[config.mk]
export PLATFORM = sky130hd
export DESIGN_NAME = gray_counter
export DESIGN_NICKNAME = d
export VERILOG_FILES = /design/src/rtl/gray_counter.sv
export SDC_FILE = /design/constraint.sdc
export NUM_CORES = 1
export LEC_CHECK = 0
export BUFFER_PORTS_ARGS = -buffer_cell sky130_fd_sc_hd__clkbuf_2
export CAP_MARGIN = 20
export CORE_MARGIN = 2
export CORE_UTILIZATION = 50
export CTS_CLUSTER_DIAMETER = 60
export CTS_CLUSTER_SIZE = 16
export DETAILED_ROUTE_END_ITERATION = 6
export PLACE_DENSITY = 0.75
export SLEW_MARGIN = 20
export SYNTH_ARGS = -nofsm -noshare
export SYNTH_HDL_FRONTEND = slang
export SYNTH_SLANG_ARGS = --single-unit
[constraint.sdc]
create_clock -name clk -period 2.3 [get_ports clk]
set_input_delay 0.115 -clock clk [delete_from_list [all_inputs] [get_ports clk]]
set_output_delay 0.115 -clock clk [all_outputs]
set_load 0.01 [all_outputs]
[src/rtl/gray_counter.sv]
// Up/down binary+Gray counter with sync load, terminal count and wrap pulse; GRAY_COUNTER_SAT_EN selects saturation instead of wrap.
// Latency: 1 cycle from load/ena to bin/gray/wrap; tc is combinational from state and up_dn.
// Backpressure: none, one step per enabled cycle; gray comes straight from a flop for CDC use.
module gray_counter #(
    parameter int WIDTH     = 8,
    parameter int RESET_VAL = 0
) (
    input  logic             clk,
    input  logic             rst,
    input  logic             ena,
    input  logic             up_dn,
    input  logic             load,
    input  logic [WIDTH-1:0] load_bin,
    output logic [WIDTH-1:0] bin,
    output logic [WIDTH-1:0] gray,
    output logic             tc,
    output logic             wrap
);

    localparam logic [WIDTH-1:0] MAX_VAL  = {WIDTH{1'b1}};
    localparam logic [WIDTH-1:0] MIN_VAL  = {WIDTH{1'b0}};
    localparam logic [WIDTH-1:0] ONE_VAL  = {{(WIDTH-1){1'b0}}, 1'b1};
    localparam logic [WIDTH-1:0] RST_BIN  = WIDTH'(RESET_VAL);
    localparam logic [WIDTH-1:0] RST_GRAY = RST_BIN ^ (RST_BIN >> 1);

    logic [WIDTH-1:0] r_bin;
    logic [WIDTH-1:0] r_gray;

    logic             w_at_max;
    logic             w_at_min;
    logic             w_at_end;
    logic [WIDTH-1:0] w_bin_step;
    logic [WIDTH-1:0] w_bin_nxt;
    logic [WIDTH-1:0] w_gray_nxt;

    assign w_at_max = (r_bin == MAX_VAL);
    assign w_at_min = (r_bin == MIN_VAL);
    // The end of range in the direction of travel: also exactly the tc condition.
    assign w_at_end = up_dn ? w_at_max : w_at_min;

`ifdef GRAY_COUNTER_SAT_EN
    // Holding at the end of range keeps the zero-or-one-bit Gray step property.
    always_comb begin
        w_bin_step = r_bin;
        if (!w_at_end) begin
            w_bin_step = up_dn ? (r_bin + ONE_VAL) : (r_bin - ONE_VAL);
        end
    end
`else
    always_comb begin
        w_bin_step = up_dn ? (r_bin + ONE_VAL) : (r_bin - ONE_VAL);
    end
`endif

    always_comb begin
        w_bin_nxt = r_bin;
        if (load) begin
            w_bin_nxt = load_bin;
        end else if (ena) begin
            w_bin_nxt = w_bin_step;
        end
    end

    assign w_gray_nxt = w_bin_nxt ^ (w_bin_nxt >> 1);

    always_ff @(posedge clk) begin
        if (rst) begin
            r_bin  <= RST_BIN;
            r_gray <= RST_GRAY;
        end else begin
            r_bin  <= w_bin_nxt;
            r_gray <= w_gray_nxt;
        end
    end

`ifdef GRAY_COUNTER_SAT_EN
    assign wrap = 1'b0;
`else
    logic r_wrap;
    logic w_wrap_nxt;

    // A wrap is any enabled, non-load step taken from the end of range.
    assign w_wrap_nxt = ena & ~load & w_at_end;

    always_ff @(posedge clk) begin
        if (rst) begin
            r_wrap <= 1'b0;
        end else begin
            r_wrap <= w_wrap_nxt;
        end
    end

    assign wrap = r_wrap;
`endif

    assign bin  = r_bin;
    assign gray = r_gray;
    assign tc   = w_at_end;

endmodule

==> impl_metrics.csv, run 1 <==
group,metric,value,unit
outcome,status,"finished clean",
drt,top_layer,"met3",
drt,dr.pass1.iters,4,
pwr,pwr_density_cell,647.8,nW/um^2
placement,dpl.hpwl,1.833,mm
drt,vias,956,
die,die_w,48.97,um
critical_path,worst_r2r_endpoint,"gray[3]",
timing,fin_setup_tns,0,ns
drt,avgViaCountPerCell,5.558,
synth,synth-seq-cells,16,
run,cap_viol_max_count,0,
critical_path,crit_path_end_kind,"flop",
cts,cts_made_buffers,3,
critical_path,crit_fanout,7,
timing,rsz0062_at_grt,"no",
die,std_cell_rows,16,
drt,drtAntennaViolNets,0,
placement,place.gp.congestion,0.8512,
synth,synthTopCellsByArea,"dfxtp_1 (32%), ha_1 (7.4%), xnor2_1 (6.9%)",
timing,slew_headroom,75.39,%
cells_and_area,final_util,61.73,%
drt,drt-met1-wl,1.009,mm
critical_path,cp_data_required_time,2.47,ns
cells_and_area,drive_gt1_share,28.28,%
die,ios,31,
die,core-area,1942,sq um
drt,wl_met2,1.223,mm
die,die_h,48.97,um
min_path,min_path_type,"input pin to flop",
global_routing,grt_pass1_vias,885,
synth,yosys.cell_types.count,40,
synth,synth_flop_cell,"dfxtp_1",
cts,clock_path_buffers,2,
timing,setup_viol,0,
timing,hold_viol,0,
drt,drt_iter0_drc,8,
cts,clock_sinks,16,
timing,period_needed,2.145,ns
timing,worst_slew_pin_slew,0.3588,ns
cts,cts_setup_buffers,0,
pwr,irDropWorstVdd,0.5579,mV
timing,fmax,466.1,MHz
synth,async_reset_ff_share,0,%
cells_and_area,area_delta_synth_final,18.56,%
cts,hold_buffers,0,
global_routing,grt_pass1_wl,3.926,mm
synth,synth_largest_area_cell,"dfxtp_1",
global_routing,antenna_found_initial,0,
die,die_area,2398,sq um
cells_and_area,nets,166,
synth,synth_top_area_share,31.68,%
synth,synth-warning-count,0,
critical_path,arrival,2.32,ns
synth,seq_area_frac_synth,31.68,%
min_path,hold_path_depth,3,
timing,slew_viol_final,0,
placement,io_buffers,30,
cts,cts_root_buf,"clkbuf_4",
min_path,hp-start,"load_bin[0]",
drt,wl_met3,123,um
synth,syn_area_per_cell,8.715,sq um
drt,wl_per_cell,13.70,um
cts,insertion_delay,0.28,ns
timing,finalCritPeriodShare,93.27,%
die,start_util,52.06,%
cts,cts_tree,"done",
critical_path,crit_path_start,"bin[0]",
synth,syn_inst,116,
synth,syn_nets,136,
pwr,power_leakage,0.5305,nW
critical_path,reg2reg_depth,8,
critical_path,critPathLaunchType,"flop",
critical_path,r2r_slack,0.15,ns
synth,synth_edf_count,0,
min_path,min_to,"bin[0]",
global_routing,grt_max_degree,20,
drt,drt-total-wl,2.357,mm
drt,drc,0,
cells_and_area,num_antenna_cells,0,
timing,final.setup_skew,0.001106,ns
cts,htreeDepth,1,
cells_and_area,nFillCells,194,
cts,cts.reportedPaths.clkPinSlew,0.09,ns
cts,cts_resized,0,
critical_path,worstReg2RegStart,"bin[0]",
critical_path,crit_type,"flop to flop",
global_routing,grt_use_total,20.88,%
global_routing,overflow,0,
synth,syn_area,1011,sq um
-- cell usage after synthesis, types with 2 or more instances --
library cell,instances
a21oi_1,9
a21oi_2,2
a22o_1,2
buf_2,2
dfxtp_1,16
ha_1,6
inv_1,3
mux2i_1,3
nand2_1,2
nand3_1,2
nand4_1,2
nor2_1,18
nor2b_1,4
nor3_1,4
nor3b_1,4
o211ai_1,2
o21a_1,3
xnor2_1,8
xor2_1,3
-- logic make-up after synthesis --
| logic type | after synthesis | synth area share [%] |
|---|---|---|
| adder cells (fa/ha/maj) | 7 | 9.406 |
| AND/OR/NAND/NOR | 41 | 20.42 |
| flip-flops | 16 | 31.68 |
| XOR/XNOR | 11 | 9.530 |
| multiplexers | 3 | 2.970 |
| AO/OA/AOI/OAI | 29 | 21.04 |
| buffers and inverters | 9 | 4.951 |
-- cell usage in the layout, fill, tap and decap left out, types with 2 or more instances in the layout --
| cell type | synthesis | final |
|---|---|---|
| nand4_1 | 2 | 2 |
| a22o_1 | 2 | 2 |
| o21a_1 | 3 | 3 |
| clkbuf_4 | 0 | 3 |
| a21oi_1 | 9 | 9 |
| xnor2_1 | 8 | 8 |
| nor3b_1 | 4 | 4 |
| clkbuf_2 | 0 | 30 |
| ha_1 | 6 | 6 |
| o211ai_1 | 2 | 2 |
| dfxtp_1 | 16 | 16 |
| nand2_1 | 2 | 2 |
| a21oi_2 | 2 | 2 |
| xor2_1 | 3 | 3 |
| nor3_1 | 4 | 4 |
| inv_1 | 3 | 3 |
| nor2b_1 | 4 | 4 |
| mux2i_1 | 3 | 3 |
| nand3_1 | 2 | 2 |
| nor2_1 | 18 | 18 |
-- layer usage --
metal  vias to the layer above  GRT usage, %
li1                        473             -
met1                       446         23.80
met2                        37         37.67
met3                         0         6.135
met4                         0         5.714
met5                         -             0
-- power by group --
group          switching (W)  internal [W]  total, W
sequential         0.0000246      0.000308  0.000333
combinational       0.000143      0.000116  0.000259
clock              0.0000878     0.0000964  0.000184
total               0.000256      0.000521  0.000776
-- worst max path at each step --
| stage | to | slack, ns |
|---|---|---|
| after global routing | gray[4] | 0.06 |
| after floorplan | gray[3] | 0.36 |
| after CTS | gray[3] | 0.14 |
| after detailed placement | gray[3] | 0.16 |
| after global placement | gray[3] | 0.28 |
| final | gray[3] | 0.15 |
-- metrics by stage --
stage	cell area [sq um]	worst slack, ns	hold WS (ns)	std cells	power [W]
2_1_floorplan	1011	0.3626	0.1844	116	0.0005209
6_report	1199	0.1547	0.09633	172	0.0007765
4_1_cts	1199	0.1408	0.09380	172	0.0007850
3_5_place_dp	1162	0.1617	0.3996	168	0.0005979
5_1_grt	1199	0.06086	0.1138	172	0.0008230
3_3_place_gp	1162	0.2766	0.3781	168	0.0005898
-- registers in the layout, summed over array words and instances (netlist names) --
register,cells
bin,8
gray,7
wrap,1
-- cell type report --
| cell class | instances | area (sq um) | area share (%) |
|---|---|---|---|
| clock buffers | 4 | 36.28 | 3.027 |
| inverters | 4 | 17.52 | 1.461 |
| multi-input cells | 91 | 640.6 | 53.44 |
| flip-flops and latches | 16 | 320.3 | 26.72 |
| well taps | 27 | 33.78 | 2.818 |
| repair buffers | 30 | 150.1 | 12.53 |
-- critical path, cell delays in order (launching register included) --
cell and delay [ns]:
dfxtp_1 0.48, inv_1 0.11, fa_1 0.46, nor2b_1 0.22
o21a_1 0.14, o211ai_1 0.11, a21oi_1 0.30, xor2_1 0.18
nor2_1 0.06
Note: power is estimated with default switching activity, not from simulation.
==> inputs of run 2 (changes only) <==
ABC_AREA = 1   (was default)
PLACE_DENSITY = 0.81   (was 0.75)
TNS_END_PERCENT = 30   (was default)
==> impl_metrics.csv, run 2 <==
group,metric,value,unit
outcome,status,"finished clean",
critical_path,cp_top_family,"simple AND/OR/NAND/NOR gates",
run,cap_viol_max_count,0,
timing,final.setup_skew,0.003701,ns
placement,place.gp.congestion,0.8638,
cells_and_area,largest_reg_flops,8,
drt,drc,0,
synth,synthTopCellsByArea,"dfxtp_1 (31%), nand2_1 (16%), nor2_1 (7.9%)",
cells_and_area,final_cell_mix,"nand2_1 (44), clkbuf_2 (30), nor2_1 (22)",
global_routing,grt_use_total,21.03,%
min_path,min_path_type,"input pin to flop",
drt,wl_per_cell,11.06,um
timing,slew_viol_final,0,
timing,slew_headroom,81.65,%
critical_path,crit_type,"flop to flop",
synth,synth_largest_area_cell,"dfxtp_1",
critical_path,slowest_delay,0.39,ns
cts,htreeDepth,1,
drt,drt_iter0_drc,14,
critical_path,reg2reg_depth,14,
global_routing,grt_max_degree,11,
critical_path,crit_fanout,5,
critical_path,slowest_stage,"dfxtp_1",
cts,cts_root_buf,"clkbuf_4",
cts,cts_made_buffers,3,
pwr,power_leakage,0.7157,nW
synth,synth-warning-count,0,
timing,fin_setup_tns,0,ns
cells_and_area,nFillCells,196,
placement,io_buffers,30,
synth,synth_edf_count,0,
timing,period_needed,1.782,ns
critical_path,critPathBufInv,2,
drt,dr.pass1.iters,4,
global_routing,antenna_found_initial,0,
synth,seq_area_frac_synth,30.55,%
drt,avgViaCountPerCell,4.810,
global_routing,grt_pass1_vias,942,
critical_path,worstReg2RegStart,"bin[0]",
cells_and_area,drive_gt1_share,23.81,%
synth,syn_area_per_cell,6.594,sq um
timing,setup_ws,0.5185,ns
cts,cts_setup_buffers,0,
cells_and_area,seq_area,320.3,sq um
critical_path,path_cells,"inv_1 > fa_1 > inv_1 > nand2_1 > nand2_2 > nand3b_4 > nand2_2 > nand2_1 > nand3_1 > nand2_1 > nand2_2 > nand2_1 > nand2_1 > nor2_1",
cells_and_area,area_delta_synth_final,17.78,%
critical_path,r2r_slack,0.52,ns
cts,insertion_delay,0.28,ns
synth,syn_inst,159,
critical_path,cp_data_required_time,2.49,ns
timing,setup_viol,0,
die,die_h,49.80,um
die,std_cell_rows,16,
drt,drt-total-wl,2.389,mm
synth,yosys.cell_types.count,25,
synth,synth_top_area_share,30.55,%
min_path,min_to,"bin[4]",
cells_and_area,num_antenna_cells,0,
pwr,pwr_density_cell,608.0,nW/um^2
cells_and_area,final_common_cell,"nand2_1",
cts,cts.reportedPaths.clkPinSlew,0.10,ns
timing,hold_viol,0,
cts,cts_resized,0,
synth,synth_most_common_cell,"nand2_1",
min_path,hold_path_depth,2,
min_path,hp-start,"rst",
critical_path,critPathLaunchType,"flop",
placement,post-place-ws,0.5209,ns
die,start_util,53.44,%
synth,syn_area,1049,sq um
drt,drtAntennaViolNets,0,
cts,clock_sinks,16,
synth,synthTopCellsByCount,"nand2_1 (44), nor2_1 (22), inv_1 (20)",
critical_path,arrival,1.97,ns
synth,synth-seq-cells,16,
global_routing,overflow,0,
die,die_w,49.80,um
critical_path,crit_path_end_kind,"flop",
cells_and_area,multi_input_area,611.8,sq um
synth,async_reset_ff_share,0,%
die,die_area,2480,sq um
synth,synth_flop_cell,"dfxtp_1",
cts,hold_buffers,0,
die,ios,31,
placement,dpl.hpwl,1.990,mm
timing,fmax,561.3,MHz
critical_path,crit_top_cell,"nand2_1",
pwr,irDropWorstVdd,0.4495,mV
cts,clock_path_buffers,2,
cts,cts_tree,"done",
cells_and_area,nets,210,
synth,syn_nets,179,
die,core-area,1962,sq um
timing,worst_slew_pin_slew,0.2727,ns
timing,rsz0062_at_grt,"no",
drt,vias,1039,
critical_path,worst_r2r_endpoint,"gray[6]",
timing,finalCritPeriodShare,77.46,%
global_routing,grt_pass1_wl,4.043,mm
[run 2: worst max path at each step]
| stage | startpoint | end | slack, ns | depth (start not counted) |
|---|---|---|---|---|
| after floorplan | bin[0] | gray[6] | 0.59 | 14 |
| after global placement | bin[0] | gray[5] | 0.58 | 14 |
| after detailed placement | bin[0] | gray[6] | 0.52 | 14 |
| after CTS | bin[0] | gray[5] | 0.51 | 14 |
| after global routing | bin[0] | gray[5] | 0.33 | 13 |
| final | bin[0] | gray[6] | 0.52 | 14 |
[run 2: cell type report]
cell class / count / area share [%]
Clock buffer: 4 / 2.938
Inverter: 22 / 6.687
Multi-Input combinational cell: 117 / 49.54
Tap cell: 27 / 2.736
Sequential cell: 16 / 25.94
Timing Repair Buffer: 30 / 12.16
[run 2: power by group]
group	switching [W]	internal, W	total (W)
Combinational	0.000149	0.0000956	0.000244
Sequential	0.0000178	0.000304	0.000322
Clock	0.0000883	0.0000963	0.000185
[run 2: logic make-up after synthesis]
| group | Yosys count | share of synthesized area [%] |
|---|---|---|
| flip-flops | 16 | 30.55 |
| buffers and inverters | 26 | 11.10 |
| AND/OR/NAND/NOR | 91 | 38.54 |
| AO/OA/AOI/OAI | 17 | 9.070 |
| adder cells (fa/ha/maj) | 7 | 9.069 |
| XOR/XNOR | 2 | 1.671 |
[run 2: worst reg2reg max path, delay by kind of cell, from the launching register on]
family / cells / cell delay [ns]
adders and majority gates: 1 / 0.38
buffers and inverters: 2 / 0.17
DFF: 1 / 0.39
and+or+nand+nor: 11 / 0.75
[run 2: routing by layer]
layer,routed length (um),vias to the layer above,track usage [%]
met4,8,0,4.167
met5,0,-,0
met2,1160,21,36.44
met1,1124,450,27.31
li1,-,566,-
met3,96,2,3.636
[run 2: metrics by stage]
stage                     cell area, sq um  utilization (%)  power (W)  hold WS, ns  std cells
after floorplan                       1049                -  0.0005023       0.3279        159
after global placement                1199            61.10  0.0005617       0.4229        212
after detailed placement              1199            61.10  0.0005721       0.4183        212
after CTS                             1235            62.95  0.0007556       0.1141        216
after global routing                  1235            62.95  0.0008005       0.1389        216
final                                 1235            62.95  0.0007509       0.1227        216
